<file path="config.mk">
export PLATFORM = sky130hd
export DESIGN_NAME = signed_divider_flat
export DESIGN_NICKNAME = d
export VERILOG_FILES = /design/src/rtl/signed_divider_if.sv /design/src/rtl/signed_divider.sv /design/src/flat_wrapper.sv
export SDC_FILE = /design/constraint.sdc
export NUM_CORES = 1
export LEC_CHECK = 0
export ABC_CLOCK_PERIOD_IN_PS = 2400
export CAP_MARGIN = 20
export CORE_UTILIZATION = 40
export DETAILED_ROUTE_END_ITERATION = 10
export GPL_TIMING_DRIVEN = 0
export SLEW_MARGIN = 25
export SYNTH_ARGS = -nofsm -noshare
export SYNTH_HDL_FRONTEND = slang
export SYNTH_SLANG_ARGS = --single-unit
</file>
<file path="constraint.sdc">
create_clock -name clk -period 2.4 [get_ports clk]
set_clock_uncertainty 0.2 [all_clocks]
set_input_delay 0.48 -clock clk [delete_from_list [all_inputs] [get_ports clk]]
set_output_delay 0.48 -clock clk [all_outputs]
set_load 0.05 [all_outputs]
</file>
<file path="src/rtl/signed_divider_if.sv">
// Start/busy/done handshake and result bus for the sequential signed divider.
// The requester uses the master modport; the divider itself uses slave.
interface signed_divider_if #(
    parameter int N = 4
);
    logic             start;
    logic [2*N-1:0]   dividend;
    logic [N-1:0]     divisor;
    logic             busy;
    logic             done;
    logic [2*N-1:0]   q;
    logic [N-1:0]     r;
    logic             dz;
    logic             ovf;

    modport master (
        output start, dividend, divisor,
        input  busy, done, q, r, dz, ovf
    );

    modport slave (
        input  start, dividend, divisor,
        output busy, done, q, r, dz, ovf
    );
endinterface

</file>
<file path="src/rtl/signed_divider.sv">
// Sequential 2N/N signed divider: restoring division on magnitudes, one quotient bit per
// clock, then sign fix-up. Optional macro SIGNED_DIV_ZERO_FAST_EN short-cuts divide by zero.
module signed_divider #(
    parameter int N = 4
) (
    input  logic              clk,
    input  logic              rst_n,
    signed_divider_if.slave   bus
);
    localparam int W  = 2 * N;
    localparam int CW = $clog2(W);
    localparam logic [CW-1:0] LAST    = CW'(W - 1);
    localparam logic [W-1:0]  MIN_NEG = {1'b1, {(W-1){1'b0}}};

    typedef enum logic [1:0] {IDLE, PREP, ITER, FIX} state_t;

    state_t         state_q, state_d;
    logic [W-1:0]   qm_q, qm_d;      // raw dividend, then its magnitude, then quotient magnitude
    logic [N-1:0]   dm_q, dm_d;      // raw divisor, then its magnitude
    logic [N:0]     pr_q, pr_d;
    logic [CW-1:0]  cnt_q, cnt_d;
    logic           qneg_q, qneg_d;
    logic           rneg_q, rneg_d;
    logic [W-1:0]   q_q, q_d;
    logic [N-1:0]   r_q, r_d;
    logic           dz_q, dz_d;
    logic           ovf_q, ovf_d;
    logic           done_q, done_d;
    logic           busy_q, busy_d;

    logic [N+1:0]   shifted;
    logic [N+1:0]   trial;
    logic           div_zero;

    always_ff @(posedge clk or negedge rst_n) begin
        if (!rst_n) begin
            state_q <= IDLE;
            qm_q    <= '0;
            dm_q    <= '0;
            pr_q    <= '0;
            cnt_q   <= '0;
            qneg_q  <= 1'b0;
            rneg_q  <= 1'b0;
            q_q     <= '0;
            r_q     <= '0;
            dz_q    <= 1'b0;
            ovf_q   <= 1'b0;
            done_q  <= 1'b0;
            busy_q  <= 1'b0;
        end else begin
            state_q <= state_d;
            qm_q    <= qm_d;
            dm_q    <= dm_d;
            pr_q    <= pr_d;
            cnt_q   <= cnt_d;
            qneg_q  <= qneg_d;
            rneg_q  <= rneg_d;
            q_q     <= q_d;
            r_q     <= r_d;
            dz_q    <= dz_d;
            ovf_q   <= ovf_d;
            done_q  <= done_d;
            busy_q  <= busy_d;
        end
    end

    always_comb begin
        state_d  = state_q;
        qm_d     = qm_q;
        dm_d     = dm_q;
        pr_d     = pr_q;
        cnt_d    = cnt_q;
        qneg_d   = qneg_q;
        rneg_d   = rneg_q;
        q_d      = q_q;
        r_d      = r_q;
        dz_d     = dz_q;
        ovf_d    = ovf_q;
        done_d   = 1'b0;
        busy_d   = busy_q;
        // Partial remainder stays below 2^N, so the top bit of shifted is always 0 and
        // trial[N+1] is the borrow of the trial subtraction.
        shifted  = {pr_q, qm_q[W-1]};
        trial    = shifted - {2'b00, dm_q};
        div_zero = (dm_q == '0);

        case (state_q)
            IDLE: begin
                if (bus.start) begin
                    qm_d    = bus.dividend;
                    dm_d    = bus.divisor;
                    busy_d  = 1'b1;
                    state_d = PREP;
                end
            end
            PREP: begin
                qneg_d  = qm_q[W-1] ^ dm_q[N-1];
                rneg_d  = qm_q[W-1];
                qm_d    = qm_q[W-1] ? (W'(0) - qm_q) : qm_q;
                dm_d    = dm_q[N-1] ? (N'(0) - dm_q) : dm_q;
                pr_d    = '0;
                cnt_d   = '0;
                state_d = ITER;
`ifdef SIGNED_DIV_ZERO_FAST_EN
                if (div_zero) begin
                    state_d = FIX;
                end
`endif
            end
            ITER: begin
                if (trial[N+1]) begin
                    pr_d = shifted[N:0];
                end else begin
                    pr_d = trial[N:0];
                end
                qm_d  = {qm_q[W-2:0], ~trial[N+1]};
                cnt_d = cnt_q + CW'(1);
                if (cnt_q == LAST) begin
                    state_d = FIX;
                end
            end
            FIX: begin
                if (div_zero) begin
                    q_d   = '1;
                    r_d   = '0;
                    dz_d  = 1'b1;
                    ovf_d = 1'b0;
                end else begin
                    q_d   = qneg_q ? (W'(0) - qm_q) : qm_q;
                    r_d   = rneg_q ? (N'(0) - pr_q[N-1:0]) : pr_q[N-1:0];
                    dz_d  = 1'b0;
                    ovf_d = (qm_q == MIN_NEG) && !qneg_q;
                end
                done_d  = 1'b1;
                busy_d  = 1'b0;
                state_d = IDLE;
            end
            default: state_d = IDLE;
        endcase
    end

    assign bus.busy = busy_q;
    assign bus.done = done_q;
    assign bus.q    = q_q;
    assign bus.r    = r_q;
    assign bus.dz   = dz_q;
    assign bus.ovf  = ovf_q;
endmodule

</file>
<file path="src/flat_wrapper.sv">
// flat-port wrapper written by rule: the top's interface ports become plain ports
module signed_divider_flat 
#(
    parameter int N = 4
)
  (clk, rst_n, bus_start, bus_dividend, bus_divisor, bus_busy, bus_done, bus_q, bus_r, bus_dz, bus_ovf);
  signed_divider_if #(.N(N)) bus_i ();
  input  logic clk;
  input  logic rst_n;
  input wire logic [$bits(bus_i.start)-1:0] bus_start;
  input wire logic [$bits(bus_i.dividend)-1:0] bus_dividend;
  input wire logic [$bits(bus_i.divisor)-1:0] bus_divisor;
  output wire logic [$bits(bus_i.busy)-1:0] bus_busy;
  output wire logic [$bits(bus_i.done)-1:0] bus_done;
  output wire logic [$bits(bus_i.q)-1:0] bus_q;
  output wire logic [$bits(bus_i.r)-1:0] bus_r;
  output wire logic [$bits(bus_i.dz)-1:0] bus_dz;
  output wire logic [$bits(bus_i.ovf)-1:0] bus_ovf;
  assign bus_i.start = bus_start;
  assign bus_i.dividend = bus_dividend;
  assign bus_i.divisor = bus_divisor;
  assign bus_busy = bus_i.busy;
  assign bus_done = bus_i.done;
  assign bus_q = bus_i.q;
  assign bus_r = bus_i.r;
  assign bus_dz = bus_i.dz;
  assign bus_ovf = bus_i.ovf;
  signed_divider #(.N(N)) u_core (.clk(clk), .rst_n(rst_n), .bus(bus_i));
endmodule
</file>
Yosys cells after proc, flatten, opt, wreduce, memory -nomap -nowiden. Index checks and enable logic that the tools add are counted.

Bits in latches: 0. Memory bits (writable): 0. Memories kept: 0. Bits in registers: 40. Output and inout port bits: 16. Word-level logic and storage cells: 66. Memory bits (read-only): 0.

$add $sub $neg: 5. $lt $le $gt $ge: 0. Muxes and demuxes: 21. Divide/modulo/power cells: 0. Shift operators: 0. Reductions and logical operators: 14. Bitwise gates (word level): 2. Eq/ne operators: 9. Multipliers: 0.

Operators with widths (number): $mux W8 (4); $pmux W8 S3 (1); $mux W4 (4); $pmux W5 S2 (1); $eq A8 B8 Y1 const B (1); $pmux W2 S4 (1); $pmux W4 S2 (1); $reduce_and A2 Y1 (4); $sub A1 B4 Y4 const A (2); $sub A1 B8 Y8 const A (1); $ne A2 B1 Y1 const B (3); $pmux W3 S2 (1); $reduce_and A3 Y1 (2); $reduce_bool A2 Y1 (3); $sub A6 B4 Y6 (1); $mux W5 (1); $eq A2 B2 Y1 const B (2); $logic_not A4 Y1 (1); $mux W1 (4); $mux W2 (2); $add A3 B1 Y3 const B (1); $eq A3 B3 Y1 const B (1); $reduce_bool A3 Y1 (1); $eq A2 B1 Y1 const B (1); other kinds (7) (7).

Longest topological paths before layout. Gate-level depths: netlist of the first run.

Depth in word-level cells: 3. Depth in mapped cells: 9. Mapped depth without buffers: 8.

Worst setup path after synthesis of the first run. OpenSTA, ideal clock, no wires.

Kind: reg2reg. Start: reg u_core.dm_q[1]. End: reg u_core.pr_q[4]. Clock period less this slack: 2135 ps. Library setup time: 69 ps. Required time: 2131 ps. Setup slack: 265 ps. Data arrival time: 1866 ps. Cell stages (with the launch flop): 8. Cells stage by stage: dfrtp_1 inv_1 ha_1 nor2b_1 o2111ai_1 o2111ai_4 or4_1 nand3_1.

Word-level cells in the longest chain between the ends: 3.

RTL lines: start, declared (line signed_divider.sv:19) `logic [N-1:0] dm_q, dm_d;`; start signal, assigned (line signed_divider.sv:53) `dm_q <= dm_d;`; $sub A6 B4 Y6 (line signed_divider.sv:84) `trial = shifted - {2'b00, dm_q};`; $mux W5 (line signed_divider.sv:111) `if (trial[N+1]) begin`; $pmux W5 S2 (line signed_divider.sv:87) `case (state_q)`; end signal, assigned (line signed_divider.sv:54) `pr_q <= pr_d;`; end, declared (line signed_divider.sv:20) `logic [N:0] pr_q, pr_d;`.

Every way passes these cells. A chain may end at the register's enable or synchronous reset.

Final worst setup path of the first run.
Start: reg u_core.dm_q[2]. End: reg u_core.pr_q[1].

The elaborated chain is that of the path after synthesis.

==> results of run 1 <==
==> cell usage after synthesis (all sizes together) (4+ instances only) <==
| library cell | count |
|---|---|
| dfrtp | 40 |
| nor2 | 25 |
| o21ai | 22 |
| inv | 20 |
| a21oi | 15 |
| ha | 14 |
| nand2 | 13 |
| nand3 | 9 |
| o22ai | 8 |
| clkbuf | 7 |
| xor2 | 6 |
| mux2i | 5 |
| or3 | 5 |
| a221oi | 4 |
| and3 | 4 |
| mux2 | 4 |
| nor2b | 4 |
| xnor2 | 4 |
==> cells by family (layout without fill, tap and decap cells) <==
group	Yosys count	count (layout)	share of synthesized area, %
buf+inv	30	72	4.95
xor+xnor	10	10	3.77
fa+ha+maj	15	15	8.40
simple gates	69	69	15.0
compound gates	69	69	20.7
flops	40	40	43.1
mux	9	9	4.09
==> flip-flops by register name, summed over array words and instances, names as in the netlist, 2 cells and up <==
register and cells:
u_core.bus.r 4, u_core.dm_q 4, u_core.state_q 2, u_core.pr_q 5, u_core.bus.q 8, u_core.qm_q 8, u_core.cnt_q 3
==> what timing repair did <==
item | CTS | global route
resized for setup | 0 | 7
setup buffers | 0 | 2
hold endpoints to repair | 19 | 0
endpoints found under the setup margin | 0 | 8
hold buffers | 1 | 0
==> cell type report <==
type / instances / share of cell area (%)
timing repair buffer: 34 / 12.0
multi-input combinational: 172 / 42.4
clock inverter: 2 / 1.21
inverter: 20 / 2.60
buffer: 10 / 1.47
sequential: 40 / 34.7
tap: 72 / 3.12
clock buffer: 6 / 2.51
==> critical path, delay by kind of cell, from the launching register on <==
| family | cells | cell delay (ns) |
|---|---|---|
| mux | 1 | 0.38 |
| fa+ha+maj | 1 | 0.35 |
| compound gates | 4 | 0.70 |
| buf+inv | 1 | 0.09 |
| flops | 1 | 0.43 |
==> through the flow <==
step | setup WS [ns] | TNS (ns)
6_report | 0.155 | 0
5_1_grt | 0.00806 | 0
2_1_floorplan | 0.265 | 0
3_5_place_dp | -0.0954 | -0.462
4_1_cts | 0.0712 | 0
3_3_place_gp | -0.462 | -19.06
==> per-layer routing <==
| layer | routed length (um) | vias to the layer above | share of wire, % | GRT usage (%) |
|---|---|---|---|---|
| met2 | 2420 | 31 | 47 | 28.5 |
| met1 | 2560 | 893 | 50 | 25.4 |
| li1 | - | 946 | - | - |
| met3 | 138 | 2 | 2.7 | 3.14 |
| met5 | 0 | - | 0 | 0 |
| met4 | 26 | 0 | 0.51 | 4.44 |
==> final timing paths <==
path | to
max | u_core.pr_q[1]
max in group asynchronous | u_core.qm_q[7]
min reg2reg | u_core.cnt_q[0]
min in group asynchronous | u_core.pr_q[4]
max reg2reg | u_core.pr_q[1]
min | u_core.cnt_q[0]
==> power by group through the flow <==
stage	sequential [uW]	combinational, uW	clock, uW
2_1_floorplan	1550	1680	0
3_3_place_gp	1220	2690	0
3_5_place_dp	1230	2710	0
4_1_cts	1220	2720	563
5_1_grt	1270	3090	580
6_report	1220	2810	551
==> impl_metrics.csv, run 1 <==
group,metric,value,unit
status,status,"completed",
flow_run,max-cap-violations,0,
floorplan,ios,31,
min_path,hold_depth,1,
finish,layout-drive-gt1-share,10.9,%
critical_path,critical_path_arrival,2.25,ns
pwr,switching_share,46.5,%
clock_network,clk_pin_slew,0.08,ns
global_routing,grt_pass1_vias,1741,
critical_path,startpoint,"u_core.dm_q[2]",
finish,instances_no_fill,356,
pwr,cellPowerDensity,1590,mW/mm^2
clock_network,cts_sinks,40,
critical_path,r2r-start,"u_core.dm_q[2]",
sta,final_hold_viol_count,0,
sta,fin_crit_sh,93.5,%
drt,drt_iter0_markers,110,
critical_path,critPathMaxFanout,6,
drt,avgRoutedWirePerCell,14.4,um
clock_network,clockRootBuffer,"clkbuf_8",
sta,relSlewSlack,64.6,%
critical_path,worst_setup_path_end_kind,"register",
pwr,ir_worst_vdd,636,uV
drt,vias,1872,
critical_path,slowest_delay,0.43,ns
global_routing,antenna_found_initial,0,
synthesis,ys_ff_latch,40,
synthesis,async_flop_share,100,%
placed_design,place_area,0.00274,mm^2
clock_network,cts_buffers,5,
placed_design,dp_cells,345,
drt,drt-pass1-iter-count,5,
sta,drv_slew,0,
sta,post-route-min-period,2.25,ns
critical_path,required,2.40,ns
critical_path,reg2reg_slack,0.15,ns
synthesis,synth_edf_count,0,
pwr,p_comb_share,61.3,%
finish,fin_nets,313,
finish,stdcell_area,0.00289,mm^2
pwr,leakagePower,0.00126,uW
floorplan,fp.dieH,78.2,um
global_routing,gr-total-overflow,0,
synthesis,synth_nets,272,
drt,postRouteAntennaNets,0,
finish,syn_to_final_growth,24.4,%
critical_path,start_kind,"register",
sta,fmax,445,MHz
finish,n_antenna_cell,0,
synthesis,yosys.area.top_type,"dfrtp_1",
clock_network,cts_tree,"done",
pwr,internal_power,2450,uW
finish,multi_input_area,0.00123,mm^2
finish,final_core_util,52.2,%
global_routing,grt_first_pass_wirelength,8.63,mm
synthesis,ys_types,47,
floorplan,core,0.00554,mm^2
pwr,clkPwrFrac,12.0,%
global_routing,grt.total_usage,18.0,%
sta,grt_setup_unrepaired,"no",
synthesis,syn_area_per_cell,9.60,um^2
clock_network,htreeDepth,2,
min_path,hold_start,"u_core.cnt_q[0]",
pwr,finalPower,4580,uW
critical_path,r2r_cells,7,
drt,wl,5.14,mm
finish,layout_commonest_cell,"dfrtp_1",
drt,vias_per_cell,5.26,
clock_network,clk_latency,0.29,ns
pwr,switchingPower,2130,uW
placed_design,portBuffers,30,
sta,tightest_slew,0.531,ns
synthesis,synth_cells,242,
synthesis,ys_top_cells_by_area,"dfrtp_1 43%, ha_1 7.5%, nor2_1 4.0%, o21ai_0 3.7%, inv_1 3.2%",
synthesis,synthFlopType,"dfrtp_1",
floorplan,die-area,0.00612,mm^2
floorplan,initial_core_util,41.9,%
global_routing,grt_max_degree,22,
finish,fillers,538,
synthesis,ys_warn_count,0,
critical_path,cp_slowest_cell,"dfrtp_1",
sta,setup_viol,0,
synthesis,syn_area,0.00232,mm^2
critical_path,worstSetupPathType,"reg2reg",
placed_design,routabilityCongestion,0.821,
finish,seq_area,0.00100,mm^2
min_path,hold_path.class,"reg2reg",
placed_design,dp_hpwl,3.85,mm
floorplan,num_rows,27,
sta,hold-worst-slack,0.292,ns
floorplan,die_w,78.2,um
finish,final_cell_mix,"39 x dfrtp_1, 29 x clkdlybuf4s50_1, 25 x nor2_1, 20 x inv_1, 17 x o21ai_0",
synthesis,synth_top_area_share,43.1,%
clock_network,cts_buffer_depth,2,
synthesis,yosysSeqAreaShare,43.1,%
pwr,p_seq_share,26.7,%
critical_path,crit_chain,"inv_1 -> ha_1 -> o21ai_0 -> a21oi_2 -> o2111ai_4 -> mux2_2 -> o22ai_1",
drt,drc,0,
(Power assumes the default switching activity.)
==> run 2: changes to the inputs <==
--- a/config.mk
+++ b/config.mk
@@ -7,8 +7,10 @@
 export LEC_CHECK = 0
 export ABC_CLOCK_PERIOD_IN_PS = 2400
 export CAP_MARGIN = 20
+export CORE_ASPECT_RATIO = 0.5
 export CORE_UTILIZATION = 40
 export DETAILED_ROUTE_END_ITERATION = 10
+export GPL_ROUTABILITY_DRIVEN = 1
 export GPL_TIMING_DRIVEN = 0
 export SLEW_MARGIN = 25
 export SYNTH_ARGS = -nofsm -noshare
==> impl_metrics.csv, run 2 (synthesis results as in run 1) <==
group,metric,value,unit
sta,tightest_slew,0.652,ns
drt,wl,5.49,mm
critical_path,required,2.41,ns
min_path,hold_path.class,"in2async",
drt,vias_per_cell,5.48,
drt,postRouteAntennaNets,0,
global_routing,antenna_found_initial,0,
finish,fillers,523,
sta,drv_slew,0,
floorplan,num_rows,19,
clock_network,clockRootBuffer,"clkbuf_16",
global_routing,grt.total_usage,20.0,%
finish,final_cell_mix,"38 x dfrtp_1, 29 x clkdlybuf4s50_1, 25 x nor2_1, 20 x inv_1, 17 x o21ai_0",
pwr,ir_worst_vdd,755,uV
finish,syn_to_final_growth,25.4,%
sta,post-route-min-period,2.27,ns
critical_path,worstSetupPathType,"reg2reg",
critical_path,startpoint,"u_core.dm_q[1]",
drt,drt_iter0_markers,101,
floorplan,die_w,110,um
clock_network,clk_pin_slew,0.06,ns
finish,final_core_util,52.6,%
global_routing,grt_pass1_vias,1907,
clock_network,clk_latency,0.28,ns
global_routing,grt_max_degree,27,
critical_path,critPathMaxFanout,6,
clock_network,cts_buffer_depth,2,
sta,hold-worst-slack,0.0210,ns
placed_design,portBuffers,30,
clock_network,cts_buffers,5,
sta,grt_setup_unrepaired,"no",
floorplan,fp.dieH,55.9,um
sta,fin_crit_sh,94.6,%
placed_design,dp_hpwl,4.10,mm
critical_path,r2r-start,"u_core.dm_q[1]",
critical_path,start_kind,"register",
floorplan,initial_core_util,41.9,%
sta,setup_viol,0,
pwr,leakagePower,0.00126,uW
finish,fin_nets,310,
sta,relSlewSlack,56.5,%
finish,seq_area,0.00100,mm^2
floorplan,die-area,0.00614,mm^2
floorplan,core,0.00554,mm^2
clock_network,cts_tree,"done",
drt,drc,0,
status,status,"completed",
drt,drt-pass1-iter-count,4,
placed_design,routabilityCongestion,0.827,
global_routing,gr-total-overflow,0,
critical_path,worstSetupEndpoint,"u_core.pr_q[4]",
clock_network,cts_resized,0,
clock_network,cts_setup_buffers,0,
critical_path,r2r_cells,7,
drt,vias,1940,
flow_run,max-cap-violations,0,
critical_path,critical_path_arrival,2.28,ns
global_routing,grt_first_pass_wirelength,9.29,mm
finish,layout-drive-gt1-share,11.0,%
sta,final_hold_viol_count,0,
critical_path,reg2reg_slack,0.13,ns
sta,fmax,440,MHz
clock_network,cts_hold_buf,0,
finish,multi_input_area,0.00123,mm^2
floorplan,ios,31,
finish,layout_commonest_cell,"dfrtp_1",
pwr,cellPowerDensity,1610,mW/mm^2
clock_network,cts_sinks,40,
drt,avgRoutedWirePerCell,15.5,um
critical_path,r2r-end,"u_core.pr_q[4]",
critical_path,worst_setup_path_end_kind,"register",
clock_network,htreeDepth,2,
finish,n_antenna_cell,0,
-- run 2: how the worst min path moves through the flow --
stage	startpoint	depth (start not counted)	to	slack (ns)
3_3_place_gp	u_core.bus.dz	2	u_core.bus.dz	0.27
5_1_grt	rst_n	1	u_core.bus.q[7]	0.07
2_1_floorplan	rst_n	0	u_core.bus.busy	-0.02
6_report	rst_n	1	u_core.pr_q[4]	0.02
4_1_cts	rst_n	1	u_core.pr_q[2]	0.05
3_5_place_dp	u_core.cnt_q[0]	1	u_core.cnt_q[0]	0.29
-- run 2: final cells by class --
type,count,area share (%)
sequential,40,34.5
buffer,10,1.50
tap,73,3.14
inverter,20,2.58
clock inverter,1,0.258
multi-input combinational,172,42.1
clock buffer,7,4.90
timing repair buffer,31,11.1
-- run 2: metal layers --
metal / GRT usage (%) / up-vias / share of wire, % / wire, um
met5: 0 / - / 0 / 0
met4: 4.00 / 0 / 0.40 / 22
met1: 28.4 / 964 / 51 / 2780
li1: - / 939 / - / -
met3: 3.98 / 2 / 2.6 / 140
met2: 31.7 / 35 / 46 / 2540
-- run 2: through the flow --
| step | total power [uW] | instances | setup TNS [ns] | area [um^2] | setup slack [ns] |
|---|---|---|---|---|---|
| 6_report | 4700 | 354 | 0 | 2910 | 0.129 |
| 5_1_grt | 5060 | 354 | 0 | 2910 | 0.00836 |
| 4_1_cts | 4680 | 354 | 0 | 2890 | 0.0347 |
| 3_5_place_dp | 3990 | 346 | -0.343 | 2740 | -0.0934 |
| 3_3_place_gp | 3910 | 345 | -18.00 | 2720 | -0.448 |
| 2_1_floorplan | 3230 | 242 | 0 | 2320 | 0.265 |
-- run 2: power by group --
part           internal, uW  switching [uW]  total (uW)  leakage (uW)
registers               964             269        1230      0.000499
logic                  1130            1660        2790      0.000691
clock network           414             260         674     0.0000701
total                  2510            2190        4700       0.00126
-- run 2: worst max-delay path, stage by stage, from the launching register on --
cell and delay, ns:
dfrtp_1 0.41, inv_1 0.15, ha_1 0.26, nor2b_1 0.15, o2111ai_2 0.22, o2111ai_4 0.23, or4_1 0.51, nand3_1 0.08
